### config.mk
export PLATFORM = sky130hd
export DESIGN_NAME = key_cmd_sched_flat
export DESIGN_NICKNAME = d
export VERILOG_FILES = /design/src/rtl/key_cmd_sched_if.sv /design/src/rtl/key_cmd_sched.sv /design/src/flat_wrapper.sv
export SDC_FILE = /design/constraint.sdc
export NUM_CORES = 1
export LEC_CHECK = 0
export BUFFER_PORTS_ARGS = -buffer_cell sky130_fd_sc_hd__buf_2
export CAP_MARGIN = 10
export CORE_MARGIN = 3
export CORE_UTILIZATION = 40
export DETAILED_ROUTE_END_ITERATION = 10
export PLACE_DENSITY_LB_ADDON = 0.1
export SLEW_MARGIN = 20
export SYNTH_ARGS = -nofsm -noshare
export SYNTH_HDL_FRONTEND = slang
export SYNTH_SLANG_ARGS = --single-unit
### constraint.sdc
create_clock -name sys_clk -period 3.45 [get_ports sys_clk]
set_clock_uncertainty 0.1 [all_clocks]
set_input_delay 0.345 -clock sys_clk [delete_from_list [all_inputs] [get_ports sys_clk]]
set_output_delay 0.345 -clock sys_clk [all_outputs]
set_load 0.05 [all_outputs]
### src/rtl/key_cmd_sched_if.sv
// Key-to-command scheduler bus: debounced key events in, one command handshake out.
// The master side drives key events and cmd_ready; the slave side is the scheduler.
interface key_cmd_sched_if;
    logic [3:0] key_flag;
    logic [3:0] key_value;
    logic       cmd_ready;
    logic       cmd_valid;
    logic [1:0] cmd_code;
    logic [3:0] key_held;

    modport master (
        output key_flag,
        output key_value,
        output cmd_ready,
        input  cmd_valid,
        input  cmd_code,
        input  key_held
    );

    modport slave (
        input  key_flag,
        input  key_value,
        input  cmd_ready,
        output cmd_valid,
        output cmd_code,
        output key_held
    );
endinterface

### src/rtl/key_cmd_sched.sv
// Turns debounced key events into a round-robin command stream with valid/ready handshake.
// Define KEY_AUTO_REPEAT_EN to enable hold-to-repeat on left/right/down.
module key_cmd_sched #(
    parameter logic [31:0] RPT_DLY = 32'd25000000,
    parameter logic [31:0] RPT_PER = 32'd5000000
) (
    input  logic               sys_clk,
    input  logic               sys_rst_n,
    key_cmd_sched_if.slave     bus_io
);

    typedef enum logic {StIdle, StIssue} state_e;

    state_e     state_q, state_d;
    logic       valid_q, valid_d;
    logic [1:0] code_q, code_d;
    logic [1:0] last_q, last_d;
    logic [3:0] held_q, held_d;
    logic [3:0] pend_q, pend_d;
    logic [3:0] press_ev, release_ev, rpt_set, grant_clr;
    logic [1:0] grant;

    assign press_ev   = bus_io.key_flag & ~bus_io.key_value;
    assign release_ev = bus_io.key_flag & bus_io.key_value;

`ifdef KEY_AUTO_REPEAT_EN
    logic [31:0] cnt_q [3];
    logic [31:0] cnt_d [3];

    always_comb begin
        rpt_set = '0;
        for (int i = 0; i < 3; i++) begin
            cnt_d[i] = cnt_q[i];
            if (press_ev[i]) begin
                cnt_d[i] = RPT_DLY;
            end else if (release_ev[i]) begin
                cnt_d[i] = '0;
            end else if (held_q[i] && (cnt_q[i] == 32'd1)) begin
                rpt_set[i] = 1'b1;
                cnt_d[i]   = RPT_PER;
            end else if (held_q[i] && (cnt_q[i] != 32'd0)) begin
                cnt_d[i] = cnt_q[i] - 32'd1;
            end
        end
    end

    always_ff @(posedge sys_clk or negedge sys_rst_n) begin
        if (!sys_rst_n) begin
            for (int i = 0; i < 3; i++) cnt_q[i] <= '0;
        end else begin
            for (int i = 0; i < 3; i++) cnt_q[i] <= cnt_d[i];
        end
    end
`else
    logic unused_rpt;
    assign unused_rpt = ^{RPT_DLY, RPT_PER};
    assign rpt_set    = '0;
`endif

    // Round robin: nearest pending key after last_q wins, so scan offsets far-to-near.
    always_comb begin
        logic [1:0] idx;
        idx   = '0;
        grant = last_q + 2'd1;
        for (int k = 3; k >= 0; k--) begin
            idx = last_q + 2'd1 + 2'(k);
            if (pend_q[idx]) grant = idx;
        end
    end

    always_comb begin
        state_d   = state_q;
        valid_d   = valid_q;
        code_d    = code_q;
        last_d    = last_q;
        grant_clr = '0;
        unique case (state_q)
            StIdle: begin
                if (|pend_q) begin
                    state_d   = StIssue;
                    valid_d   = 1'b1;
                    code_d    = grant;
                    last_d    = grant;
                    grant_clr = 4'b0001 << grant;
                end
            end
            StIssue: begin
                if (bus_io.cmd_ready) begin
                    state_d = StIdle;
                    valid_d = 1'b0;
                end
            end
            default: begin
                state_d = StIdle;
                valid_d = 1'b0;
            end
        endcase
        // A new request landing on the granted key in the same cycle survives the clear.
        pend_d = (pend_q & ~grant_clr) | press_ev | rpt_set;
        held_d = (held_q | press_ev) & ~release_ev;
    end

    always_ff @(posedge sys_clk or negedge sys_rst_n) begin
        if (!sys_rst_n) begin
            state_q <= StIdle;
            valid_q <= 1'b0;
            code_q  <= 2'd0;
            last_q  <= 2'd3;
            held_q  <= 4'd0;
            pend_q  <= 4'd0;
        end else begin
            state_q <= state_d;
            valid_q <= valid_d;
            code_q  <= code_d;
            last_q  <= last_d;
            held_q  <= held_d;
            pend_q  <= pend_d;
        end
    end

    assign bus_io.cmd_valid = valid_q;
    assign bus_io.cmd_code  = code_q;
    assign bus_io.key_held  = held_q;

endmodule

### src/flat_wrapper.sv
// flat-port wrapper written by rule: the top's interface ports become plain ports
module key_cmd_sched_flat 
#(
    parameter logic [31:0] RPT_DLY = 32'd25000000,
    parameter logic [31:0] RPT_PER = 32'd5000000
)
  (sys_clk, sys_rst_n, bus_io_key_flag, bus_io_key_value, bus_io_cmd_ready, bus_io_cmd_valid, bus_io_cmd_code, bus_io_key_held);
  key_cmd_sched_if bus_io_i ();
  input  logic sys_clk;
  input  logic sys_rst_n;
  input wire logic [$bits(bus_io_i.key_flag)-1:0] bus_io_key_flag;
  input wire logic [$bits(bus_io_i.key_value)-1:0] bus_io_key_value;
  input wire logic [$bits(bus_io_i.cmd_ready)-1:0] bus_io_cmd_ready;
  output wire logic [$bits(bus_io_i.cmd_valid)-1:0] bus_io_cmd_valid;
  output wire logic [$bits(bus_io_i.cmd_code)-1:0] bus_io_cmd_code;
  output wire logic [$bits(bus_io_i.key_held)-1:0] bus_io_key_held;
  assign bus_io_i.key_flag = bus_io_key_flag;
  assign bus_io_i.key_value = bus_io_key_value;
  assign bus_io_i.cmd_ready = bus_io_cmd_ready;
  assign bus_io_cmd_valid = bus_io_i.cmd_valid;
  assign bus_io_cmd_code = bus_io_i.cmd_code;
  assign bus_io_key_held = bus_io_i.key_held;
  key_cmd_sched #(.RPT_DLY(RPT_DLY), .RPT_PER(RPT_PER)) u_core (.sys_clk(sys_clk), .sys_rst_n(sys_rst_n), .bus_io(bus_io_i));
endmodule
==> flow_summary_export.csv <==
group,metric,value,unit
critical_path,arrival,1.68,ns
placement,dp.cells,102,
grt,grt_overflow_total,0,
power_and_ir_drop,powerDensity,846,nW/um^2
critical_path,worstSetupStartpointType,"flop",
critical_path,worstSetupEndpointType,"flop",
critical_path,r2r_start,"u_core.last_q[1]",
critical_path,critical_path.cell_chain,"xor2_1 > a222oi_1 > and3b_1 > a21oi_1",
min_path,hp-class,"in2reg",
sta,setup_slack,1.84,ns
drt,antenna_left,0,
sta,setup_viol,0,
grt,grt_use_total,0.152,
logic_synthesis,yosys_warnings,0,
drt,drcViolationCount,0,
cts,htree_levels,1,
placement,gp_routability_congestion,0.815,
critical_path,critPathKind,"reg2reg",
critical_path,max_stage_delay,0.61,ns
grt,grt_max_degree,15,
sta,hold_violations,0,
logic_synthesis,synth_cells,71,
layout,fill_cells,152,
placement,dpl_cell_area,785,sq um
layout,antennaDiodeCount,0,
cts,post_cts_buffers,0,
floorplan,die_h,47.7,um
logic_synthesis,synthTopCellsByArea,"dfrtp_1 43%, dfstp_2 7.6%, nor2_1 7.0%",
critical_path,cpMaxStageDelayCell,"dfstp_2",
drt,viasPerCell,5.49,
placement,place_ws,1.86,ns
critical_path,crit_fanout,7,
cts,clock_tree.root_cell,"clkbuf_4",
layout,finish.utilization,0.527,
floorplan,core_area,1580,sq um
logic_synthesis,syn_area_per_cell,9.80,sq um
drt,drtIter0Drc,25,
logic_synthesis,syn_area,696,sq um
grt,grt_pass1_wl,2400,um
layout,fin_nets,103,
cts,clk_path_buf_depth,2,
logic_synthesis,yosys_register_bits,14,
placement,port_buffers,17,
sta,rsz0062_at_grt,"no",
floorplan,fp.dieW,47.7,um
logic_synthesis,ys_types,27,
floorplan,io_pins,18,
flow_run,cap_violations,0,
sta,relSlewSlack,0.744,
sta,timing.fmax,0.622,GHz
critical_path,timing.rr.end,"u_core.pend_q[0]",
min_path,hp-start,"bus_io_cmd_ready",
sta,fin_crit_sh,0.466,
logic_synthesis,synth_top_area_share,0.432,
drt,wirelength,1380,um
min_path,hold_end,"u_core.bus_io.cmd_valid",
floorplan,start_util,0.441,
sta,tightest_slew,0.374,ns
drt,vias,587,
outcome,outcome,"finished clean",
cts,cts_tree,"built",
cts,clk_latency,0.28,ns
logic_synthesis,yosys.area.top_type,"dfrtp_1",
sta,period_needed,1.61,ns
cts,clk_pin_slew,0.09,ns
cts,clock_sinks,14,
critical_path,rrSetupSlack,1.84,ns
min_path,worstHoldPathCells,2,
sta,slew_viol_final,0,
drt,first_pass_iters,4,
cts,cts_buffers,3,
power_and_ir_drop,ir_worst_vdd,553,uV
layout,postLayoutCellArea,831,sq um
layout,syn_to_final_growth,19.4,%
logic_synthesis,syn_nets,82,
critical_path,crit_required,3.53,ns
power_and_ir_drop,cellLeakagePower,0.414,nW
critical_path,reg2reg_depth,4,
floorplan,row_count,14,
placement,place_hpwl,996,um
sta,setup_tns,0,ns
grt,antenna_found_initial,0,
layout,drive_gt1_frac,0.275,
logic_synthesis,yosysSeqAreaShare,0.507,
floorplan,dieArea,2280,sq um
drt,wl_per_cell,12.9,um
layout,fin_cells,107,
grt,grt_pass1_vias,531,
## synthesized netlist by cell type
master / number
nor2_1: 13
dfrtp_1: 12
inv_1: 5
a21oi_1: 4
nand2_1: 4
a21o_1: 3
nand2b_1: 3
o21a_1: 3
and3b_1: 2
dfstp_2: 2
mux2i_1: 2
nor2b_1: 2
o21bai_1: 2
a2111oi_0: 1
a222oi_1: 1
a22oi_1: 1
a311oi_1: 1
a32oi_1: 1
and3_1: 1
buf_2: 1
buf_6: 1
nand3_1: 1
nand3b_1: 1
nor2_2: 1
nor4_2: 1
o21ai_0: 1
xor2_1: 1
## timing repair
action                     in CTS  in global routing
setup endpoints to repair       0                  0
hold buffers                    1                  0
hold endpoints to repair       12                  0
gates resized for setup         0                  0
## worst max path at each step
stage,startpoint,end
4_1_cts,u_core.last_q[1],u_core.pend_q[0]
3_5_place_dp,u_core.last_q[1],u_core.pend_q[0]
2_1_floorplan,u_core.last_q[1],u_core.pend_q[0]
6_report,u_core.last_q[1],u_core.pend_q[0]
5_1_grt,u_core.last_q[1],u_core.pend_q[3]
3_3_place_gp,u_core.last_q[1],u_core.bus_io.cmd_code[0]
## worst max-delay path, delay by kind of cell, from the launching register on
kind             cells  cell delay (ns)
flip-flops           1             0.61
AO/OA/AOI/OAI        2             0.43
AND/OR/NAND/NOR      1             0.26
XOR/XNOR             1             0.10
## cell type report
class | count | area, sq um | area share
clock buffer | 4 | 36.3 | 0.0437
inverter | 5 | 18.8 | 0.0226
sequential | 14 | 353 | 0.425
tap | 16 | 20.0 | 0.0241
multi-input combinational | 50 | 308 | 0.370
timing repair buffer | 18 | 95.1 | 0.114
## layer usage
metal	track usage	part of all wire	vias to the layer above	routed length (um)
met5	0	0	-	0
met4	0.0645	0.025	0	34
met3	0.0338	0.064	6	88
met2	0.201	0.41	22	570
met1	0.235	0.50	268	682
li1	-	-	291	-
## cell usage in the layout (no fill, tap or decap), types with 2 or more instances in the layout
| cell type | synthesis | routed |
|---|---|---|
| a21oi_1 | 4 | 4 |
| o21a_1 | 3 | 3 |
| and3b_1 | 2 | 2 |
| nand2_1 | 4 | 4 |
| a21o_1 | 3 | 3 |
| nor2b_1 | 2 | 2 |
| o21bai_1 | 2 | 2 |
| nand2b_1 | 3 | 3 |
| clkbuf_4 | 0 | 3 |
| inv_1 | 5 | 5 |
| dfrtp_1 | 12 | 12 |
| dfstp_2 | 2 | 2 |
| buf_2 | 1 | 17 |
| mux2i_1 | 2 | 2 |
| nor2_1 | 13 | 13 |
## power breakdown
| part | leakage (nW) | internal, mW | switching [mW] |
|---|---|---|---|
| registers | 0.155 | 0.222 | 0.0706 |
| logic | 0.238 | 0.115 | 0.173 |
| clock network | 0.0210 | 0.0642 | 0.0579 |
## through the flow
step,power (mW),hold slack [ns]
final,0.703,0.136
after CTS,0.705,0.129
after global routing,0.757,0.142
after global placement,0.584,0.160
after detailed placement,0.581,0.162
after floorplan,0.523,-0.0506
## cells by family after synthesis
family	after synthesis	share of synthesized area
AO/OA/AOI/OAI	18	0.185
XOR/XNOR	1	0.0126
buffers and inverters	7	0.0504
flip-flops	14	0.507
multiplexers	2	0.0288
AND/OR/NAND/NOR	29	0.216
Note: power is estimated with default switching activity, not from simulation.
